## src/rtl/hazard_sequencer.sv

```systemverilog
// Pipeline hazard sequencer for the 5-stage RISC-V core: drives stall/flush/enable
// controls for the PC and pipeline registers, plus stall/flush statistics and a memory timeout flag.
module hazard_sequencer #(
    parameter int LOAD_LAT = 1,
    parameter int MAX_WAIT = 16,
    parameter int CNT_W    = 16
) (
    input  logic             clk,
    input  logic             rst,
    input  logic [4:0]       id_rs1,
    input  logic [4:0]       id_rs2,
    input  logic             id_hasRs1,
    input  logic             id_hasRs2,
    input  logic [4:0]       ex_rd,
    input  logic             ex_hasRd,
    input  logic             ex_memRead,
    input  logic             ex_branch_taken,
    input  logic             mem_access,
    input  logic             dmem_ready,
    output logic             pc_en,
    output logic             ifid_en,
    output logic             ifid_flush,
    output logic             idex_en,
    output logic             idex_flush,
    output logic             exmem_en,
    output logic             memwb_flush,
    output logic [1:0]       state,
    output logic [CNT_W-1:0] stall_cnt,
    output logic [CNT_W-1:0] flush_cnt,
    output logic             mem_timeout
);

    typedef enum logic [1:0] {
        S_RUN      = 2'd0,
        S_LU_STALL = 2'd1,
        S_MEM_WAIT = 2'd2
    } state_t;

    localparam logic [CNT_W-1:0] CNT_ONE  = {{(CNT_W-1){1'b0}}, 1'b1};
    localparam logic [7:0]       WAIT_MAX = 8'(MAX_WAIT);
    localparam logic [1:0]       BUB_INIT = 2'(LOAD_LAT - 1);

    state_t           r_state;
    state_t           w_state_nxt;
    logic [1:0]       r_bub;
    logic [1:0]       w_bub_nxt;
    logic [7:0]       r_wait;
    logic [7:0]       w_wait_nxt;
    logic [CNT_W-1:0] r_stall_cnt;
    logic [CNT_W-1:0] r_flush_cnt;
    logic             r_timeout;

    logic w_lu;
    logic w_mw;
    logic w_pc_en;
    logic w_ifid_en;
    logic w_ifid_flush;
    logic w_idex_en;
    logic w_idex_flush;
    logic w_exmem_en;
    logic w_memwb_flush;
    logic w_flush_evt;
    logic w_timeout_set;

    // x0 is hardwired zero, so a load targeting it can never create a hazard.
    assign w_lu = ex_memRead & ex_hasRd & (ex_rd != 5'd0) &
                  ((id_hasRs1 & (id_rs1 == ex_rd)) | (id_hasRs2 & (id_rs2 == ex_rd)));
    assign w_mw = mem_access & ~dmem_ready;

    always_ff @(posedge clk or negedge rst) begin
        if (!rst) begin
            r_state <= S_RUN;
            r_bub   <= 2'd0;
            r_wait  <= 8'd0;
        end else begin
            r_state <= w_state_nxt;
            r_bub   <= w_bub_nxt;
            r_wait  <= w_wait_nxt;
        end
    end

    // Priority: memory freeze, then branch squash, then load-use bubbles.
    always_comb begin
        w_pc_en       = 1'b1;
        w_ifid_en     = 1'b1;
        w_ifid_flush  = 1'b0;
        w_idex_en     = 1'b1;
        w_idex_flush  = 1'b0;
        w_exmem_en    = 1'b1;
        w_memwb_flush = 1'b0;
        w_flush_evt   = 1'b0;
        w_state_nxt   = r_state;
        w_bub_nxt     = r_bub;
        w_wait_nxt    = r_wait;

        if (w_mw) begin
            w_pc_en       = 1'b0;
            w_ifid_en     = 1'b0;
            w_idex_en     = 1'b0;
            w_exmem_en    = 1'b0;
            w_memwb_flush = 1'b1;
            w_state_nxt   = S_MEM_WAIT;
            if (r_state != S_MEM_WAIT) begin
                w_wait_nxt = 8'd1;
            end else if (r_wait != 8'hFF) begin
                w_wait_nxt = r_wait + 8'd1;
            end
        end else if (ex_branch_taken) begin
            w_ifid_flush = 1'b1;
            w_idex_flush = 1'b1;
            w_flush_evt  = 1'b1;
            w_state_nxt  = S_RUN;
            w_bub_nxt    = 2'd0;
        end else begin
            case (r_state)
                S_RUN: begin
                    if (w_lu) begin
                        w_pc_en      = 1'b0;
                        w_ifid_en    = 1'b0;
                        w_idex_flush = 1'b1;
                        if (LOAD_LAT > 1) begin
                            w_state_nxt = S_LU_STALL;
                            w_bub_nxt   = BUB_INIT;
                        end
                    end
                end
                S_LU_STALL: begin
                    w_pc_en      = 1'b0;
                    w_ifid_en    = 1'b0;
                    w_idex_flush = 1'b1;
                    w_bub_nxt    = r_bub - 2'd1;
                    if (r_bub <= 2'd1) begin
                        w_state_nxt = S_RUN;
                    end
                end
                S_MEM_WAIT: begin
                    w_state_nxt = S_RUN;
                end
                default: begin
                    w_state_nxt = S_RUN;
                end
            endcase
        end
    end

    assign w_timeout_set = w_mw & (w_wait_nxt >= WAIT_MAX);

    always_ff @(posedge clk or negedge rst) begin
        if (!rst) begin
            r_stall_cnt <= '0;
            r_flush_cnt <= '0;
            r_timeout   <= 1'b0;
        end else begin
            if (!w_pc_en && !(&r_stall_cnt)) begin
                r_stall_cnt <= r_stall_cnt + CNT_ONE;
            end
            if (w_flush_evt && !(&r_flush_cnt)) begin
                r_flush_cnt <= r_flush_cnt + CNT_ONE;
            end
            if (w_timeout_set) begin
                r_timeout <= 1'b1;
            end
        end
    end

    // Reset forces every control low regardless of the hazard inputs.
    assign pc_en       = rst & w_pc_en;
    assign ifid_en     = rst & w_ifid_en;
    assign ifid_flush  = rst & w_ifid_flush;
    assign idex_en     = rst & w_idex_en;
    assign idex_flush  = rst & w_idex_flush;
    assign exmem_en    = rst & w_exmem_en;
    assign memwb_flush = rst & w_memwb_flush;
    assign state       = r_state;
    assign stall_cnt   = r_stall_cnt;
    assign flush_cnt   = r_flush_cnt;
    assign mem_timeout = r_timeout;

endmodule

```

## config.mk

```make
export PLATFORM = sky130hd
export DESIGN_NAME = hazard_sequencer
export DESIGN_NICKNAME = d
export VERILOG_FILES = /design/src/rtl/hazard_sequencer.sv
export SDC_FILE = /design/constraint.sdc
export NUM_CORES = 1
export LEC_CHECK = 0
export ABC_AREA = 0
export CORE_MARGIN = 2
export CORE_UTILIZATION = 45
export CTS_BUF_LIST = sky130_fd_sc_hd__clkbuf_4 sky130_fd_sc_hd__clkbuf_8
export CTS_CLUSTER_DIAMETER = 40
export DETAILED_ROUTE_END_ITERATION = 12
export PLACE_DENSITY_LB_ADDON = 0.1
export SYNTH_ARGS = -nofsm -noshare
export SYNTH_HDL_FRONTEND = slang
export SYNTH_SLANG_ARGS = --single-unit
```

## constraint.sdc

```tcl
create_clock -name clk -period 2.85 [get_ports clk]
set_clock_uncertainty 0.2 [all_clocks]
set_input_delay 0.855 -clock clk [delete_from_list [all_inputs] [get_ports clk]]
set_output_delay 0.855 -clock clk [all_outputs]
set_load 0.01 [all_outputs]
```

======== Word level (Yosys, flattened, before mapping) ========
Index checks and enable logic that the tools add are counted.
word-level totals
  input port bits ......................... 24
  flip-flop bits (word level) ............. 45
  output and inout bits ................... 42
  logic and storage cells ................. 67
operators by class
  bitwise gates (word level) .............. 15
  mux-type cells .......................... 21
  add/subtract/negate cells ............... 4
  eq/ne operators ......................... 7
  order comparisons ....................... 2
  reduce and logical (&&, ||, !) cells .... 12
operator list
  kind                                                                count
  adder 16 x 1 -> 16 bit (second input constant)                      2
  AND reduction 16 bit                                                2
  two-way mux 8 bit                                                   3
  AND 1 bit                                                           12
  equality test 5 bit                                                 2
  two-way mux 1 bit                                                   10
  two-way mux 2 bit                                                   5
  adder 8 x 1 -> 8 bit (second input constant)                        1
  greater-or-equal comparator 8 x 5 -> 1 bit (second input constant)  1
  != test 8 bit (second input constant)                               1
  nonzero test 5 bit                                                  1
  != test 4 bit (second input constant)                               1
  one-hot mux 1 bit (2 select lines)                                  2
  one-hot mux 2 bit (2 select lines)                                  1
  AND reduction 2 bit                                                 2
  logical NOT 1 bit                                                   3
  != test 3 bit (second input constant)                               1
  equality test 2 x 1 -> 1 bit (second input constant)                1
  less-or-equal comparator 2 x 1 -> 1 bit (second input constant)     1
  logical AND 1 bit                                                   2
  logical NOT 2 bit                                                   1
  != test 2 bit (second input constant)                               1
  NOT 1 bit                                                           2
  nonzero test 2 bit                                                  1
  2 further kinds                                                     2

======== Depth between registers and ports, before layout ========
  word-level depth ........................ 10
  gate-level depth with buffers ........... 8

======== Least setup slack after synthesis ========
No wires, ideal clock.
  kind .................................... input-to-output
  start point ............................. in ex_rd[0]
  end point ............................... out pc_en
  data required time ...................... 1.795 ns
  cell stages on the path ................. 5
  path slack .............................. 0.145 ns
  data arrival time ....................... 1.650 ns
  path through ............................ nor3_1 -> a211o_1 -> nor2_1 -> a21oi_1 -> buf_4
between the ends
  cells in the longest elaborated chain, start to end .. 9
  elaborated cells on any way between the ends .. 13
  those cells by class .................... 2 x eq/ne; 4 x mux; 6 x bitwise; 1 x reduce/logical
RTL lines
  what                                  RTL line  source
  start, declared                       14        input logic [4:0] ex_rd,
  equality test 5 bit                   67        ((id_hasRs1 & (id_rs1 == ex_rd)) | (id_hasRs2 & (id_rs2 == ex_rd)));
  AND 1 bit                             67
  bitwise OR 1 bit                      67
  AND 1 bit *                           66        assign w_lu = ex_memRead & ex_hasRd & (ex_rd != 5'd0) &
  two-way mux 1 bit *                   -
  one-hot mux 1 bit (2 select lines) *  -
  two-way mux 1 bit * (2 in series)     -
  AND 1 bit *                           -
  end, declared                         20        output logic pc_en,
Every way passes the cells marked *; elsewhere a longest branch is shown, timed or not.

======== Worst setup path in the final report ========
  start point ............................. in ex_rd[1]
  end point ............................... out pc_en
between the ends
  cells in the longest elaborated chain, start to end .. 9
  elaborated cells on any way between the ends .. 13
  those cells by class .................... 2 x eq/ne; 4 x mux; 6 x bitwise; 1 x reduce/logical
RTL lines
  what                                  RTL line  source
  equality test 5 bit                   67
  AND 1 bit                             67
  bitwise OR 1 bit                      67
  AND 1 bit *                           66
  two-way mux 1 bit *                   117       if (w_lu) begin
  one-hot mux 1 bit (2 select lines) *  115       case (r_state)
  two-way mux 1 bit *                   108       end else if (ex_branch_taken) begin
  two-way mux 1 bit *                   96        if (w_mw) begin
  AND 1 bit *                           167       assign pc_en = rst & w_pc_en;
Marks and branches as above.

==> reports/metrics.sh <==
UTILIZATION_PCT=66.6
WORST-ENDPOINT-ARRIVAL_NS=1.86
CP_DATA_REQUIRED_TIME_NS=1.80
MIN-DELAY-PATH-CLASS='flop to flop'
DRC=0
AVG_WL_PER_CELL_UM=13.4
REPORT.FINAL.SLEW_VIOL_COUNT=0
CTS_NUM_SINKS=42
CLK_TRANSITION_REPORTED_PATHS_NS=0.08
CTSLONGESTPATHBUFFERS=2
SEQ_AREA_FRAC_SYNTH_PCT=47.8
POSTLAYOUTCELLAREA_UM2=3150
INITIAL_UTILIZATION_PCT=46.5
GP_ROUTABILITY_CONGESTION=0.861
PLACE.DETAILED.INSTANCES=353
REPORT.FINAL.SETUP_VIOL=3
FIN_CELLS=364
CPMAXSTAGEDELAYCELL='sky130_fd_sc_hd__o22ai_2'
TRITONCTS.NUM_BUFFERS=5
CELLS_ALONG_THE_CRITICAL_PATH='buf_8, xnor2_2, nand4_1, o22ai_2, buf_4, a21oi_4, buf_2'
PERIOD_MINUS_SLACK_NS=2.91
LAYOUT.CELLS.MOST_COMMON='sky130_fd_sc_hd__dfrtp_1'
TOP_LEVEL_PORTS=66
P_LEAK_nW=1.43
POST_SYNTH_INSTANCE_AREA_UM2=2200
FINAL.PERIOD_UTILIZATION_PCT=102
CP_NUM_BUF_INV=3
GRT_UTIL_ALL_LAYERS_PCT=19.1
CP_TOP_FAMILY='buffers and inverters'
AREA_GROWTH_PCT=43.2
GRT_SETUP_UNREPAIRED='yes'
SYNTH.NET_COUNT=241
DIE_W_UM=73.9
CELLPOWERDENSITY_nW_PER_UM2=561
NETS=323
TIMING.FINAL.WS_SETUP_NS=-0.0620
OUTCOME='complete, but fails checks'
NUMBER_OF_ANTENNA_VIOLATIONS_AT_THE_FIRST_CHECK_IN_GLOBAL_ROUTING=0
P_TOTAL_mW=1.77
SETUP.WORST_PATH.START_CLASS='primary input'
CRITICAL_PATH.MAX_STAGE_DELAY_NS=0.25
DESIGN.DIE.AREA_UM2=5460
FAILING_CHECKS='negative setup slack'
FP-ROW-COUNT=25
SYNTHESIS.AREA_PER_INSTANCE_UM2=10.3
BUFFER_PORTS.INSERTED=64
CAP_VIOLATIONS=0
HOLD_VIOL_FINAL=0
HPWLAFTERDP_UM=3620
DRIVE_ABOVE_1_SHARE_PCT=23.6
FINAL_CELL_MIX='sky130_fd_sc_hd__dfrtp_1 (42), sky130_fd_sc_hd__clkdlybuf4s50_1 (34), sky130_fd_sc_hd__xnor2_1 (28)'
DIE_Y_UM=73.9
DRT_ITER0_MARKERS=140
CP_MAX_FO=3
SLEW_HEADROOM_PCT=64.3
GLOBALROUTE.TOTALOVERFLOW=0
VDD.IR_DROP.WORST_uV=427
WORST-SETUP-PATH-TYPE='primary input to output port'
ROUTED_VIA_DENSITY=5.06
CORE-AREA_UM2=4720
DPL_CELL_AREA_UM2=2980
PRE_CTS_SETUP_SLACK_NS=-0.848
TOTAL_OF_FLIP_FLOPS_PLUS_LATCHES_AFTER_SYNTHESIS=42
WORSTSKEWPAIRLATENCY_NS=0.28
CELL_AT_THE_ROOT_OF_THE_CLOCK_TREE='sky130_fd_sc_hd__clkbuf_8'
SETUP_TNS_NS=-0.129
MAX_SLEW.WORST_PIN.SLEW_NS=0.536
DETAILROUTE.VIA_COUNT=1842
ACHIEVABLE-FREQUENCY_MHz=343
NETLIST_INSTANCES=214
SETUP.WORST_PATH.END_CLASS='output port'
FIRST_GLOBAL_VIAS=1754
NETLIST-CELL-TYPE-COUNT=40
TRITONCTS_CLOCK_TREE='done'
MAXIMUM_LEVEL_OF_THE_CTS_H_TREE=2
ANTENNA_VIOLATING_NETS_POST_ROUTE=0
ANTENNA-DIODE-COUNT=0
ROUTED_WL_UM=4870
FIRSTDRTPASSITERS=4
SYNTH.YOSYS.WARNINGS=0
GRT_START_MAX_NET_PINS=43
MIN_HOLD_SLACK_NS=0.290
FIRST_PASS_GRT_WIRE_LENGTH_UM=8080
==> logic make-up after synthesis <==
logic type / Yosys count / synth area share [%]
and+or+nand+nor: 88 / 22.2
AOI/OAI and AO/OA: 24 / 7.18
muxes: 4 / 1.99
buffers and inverters: 12 / 3.02
adders and majority gates: 3 / 1.71
other: 1 / 0.171
xor gates and xnor gates: 40 / 15.9
DFF: 42 / 47.8
==> state kept, by name (all words and copies together), names as in the netlist <==
signal and cells:
flush_cnt 16, stall_cnt 16, r_wait 8, mem_timeout 1, state 1
==> cells in the mapped netlist <==
master                     instances  area share, %
sky130_fd_sc_hd__o31ai_1           1           0.34
sky130_fd_sc_hd__mux2_2            3            1.5
sky130_fd_sc_hd__ha_1              3            1.7
sky130_fd_sc_hd__mux2i_1           1           0.46
sky130_fd_sc_hd__and2_1            3           0.85
sky130_fd_sc_hd__or3_1             2           0.57
sky130_fd_sc_hd__xnor2_1          35             14
sky130_fd_sc_hd__o2111a_1          1           0.51
sky130_fd_sc_hd__nor4_1            1           0.28
sky130_fd_sc_hd__buf_4             3            1.0
sky130_fd_sc_hd__and4_1            1           0.40
sky130_fd_sc_hd__a41oi_1           2           0.80
sky130_fd_sc_hd__nand4_1          11            3.1
sky130_fd_sc_hd__nor3_4            1           0.74
sky130_fd_sc_hd__dfrtp_1          42             48
sky130_fd_sc_hd__buf_6             1           0.51
sky130_fd_sc_hd__nand2b_1          3           0.85
sky130_fd_sc_hd__inv_1             5           0.85
sky130_fd_sc_hd__clkinv_1          1           0.17
sky130_fd_sc_hd__or3_4             1           0.51
sky130_fd_sc_hd__nor2_1           15            2.6
sky130_fd_sc_hd__a211o_1           1           0.40
sky130_fd_sc_hd__o21ai_0           4           0.91
sky130_fd_sc_hd__o21bai_1          1           0.34
sky130_fd_sc_hd__nand4b_1          1           0.40
sky130_fd_sc_hd__nor3_1            2           0.46
sky130_fd_sc_hd__a21o_1            2           0.68
sky130_fd_sc_hd__o22ai_1           1           0.28
sky130_fd_sc_hd__nand2_1          12            2.0
sky130_fd_sc_hd__a31o_2            1           0.40
sky130_fd_sc_hd__xor2_1            5            2.0
sky130_fd_sc_hd__o211ai_1          1           0.34
sky130_fd_sc_hd__a21oi_1           7            1.6
sky130_fd_sc_hd__a31oi_1           2           0.57
sky130_fd_sc_hd__nand3_2           2           0.91
sky130_fd_sc_hd__nand3_1          21            4.8
sky130_fd_sc_hd__conb_1            1           0.17
sky130_fd_sc_hd__buf_2             2           0.46
sky130_fd_sc_hd__and3_1           11            3.1
sky130_fd_sc_hd__and3_4            1           0.51
==> final cells by class <==
| class | instances | area, um^2 |
|---|---|---|
| clock inverter | 1 | 5.00 |
| inverter | 6 | 23.8 |
| fill | 399 | 1580 |
| multi-input combinational | 160 | 1180 |
| timing repair buffer | 81 | 708 |
| tap | 67 | 83.8 |
| sequential | 42 | 1050 |
| clock buffer | 7 | 90.1 |
==> routing by layer <==
metal	part of all wire [%]	global-route usage [%]	up-vias
li1	-	-	914
met1	46	25.7	881
met2	49	30.6	39
met3	3.5	3.84	8
met4	1.6	6.46	0
met5	0	0	-
==> report_power, final <==
group	leakage (nW)	internal, mW	switching (mW)
clock	0.0517	0.205	0.193
sequential	0.556	0.704	0.132
combinational	0.819	0.316	0.215
==> repair_timing <==
action                     4_1_cts  5_1_grt
hold buffers                     0        0
pin swaps                       19        6
resized for setup              105        8
setup endpoints to repair        7        4
buffers inserted                 2        1
==> worst reg2reg max path, cell delays in order (launching register included) <==
cell	delay [ns]
sky130_fd_sc_hd__dfrtp_1	0.42
sky130_fd_sc_hd__and3_1	0.21
sky130_fd_sc_hd__and3_4	0.21
sky130_fd_sc_hd__nand3_2	0.10
sky130_fd_sc_hd__or3_4	0.49
sky130_fd_sc_hd__nand2_1	0.13
sky130_fd_sc_hd__mux2_2	0.33
==> worst paths after layout <==
| check | start | end | slack (ns) | cells past startpoint |
|---|---|---|---|---|
| setup / recovery | ex_rd[1] | pc_en | -0.06 | 7 |
| hold / removal | mem_timeout$_DFFE_PN0P_ | mem_timeout$_DFFE_PN0P_ | 0.29 | 1 |
| setup reg to reg | stall_cnt[6]$_DFFE_PN0P_ | stall_cnt[1]$_DFFE_PN0P_ | 0.65 | 6 |
| hold reg to reg | mem_timeout$_DFFE_PN0P_ | mem_timeout$_DFFE_PN0P_ | 0.29 | 1 |
| max in group asynchronous | rst | flush_cnt[11]$_DFFE_PN0P_ | 1.51 | 3 |
| min in group asynchronous | rst | mem_timeout$_DFFE_PN0P_ | 0.57 | 3 |
(Power assumes the default switching activity.)
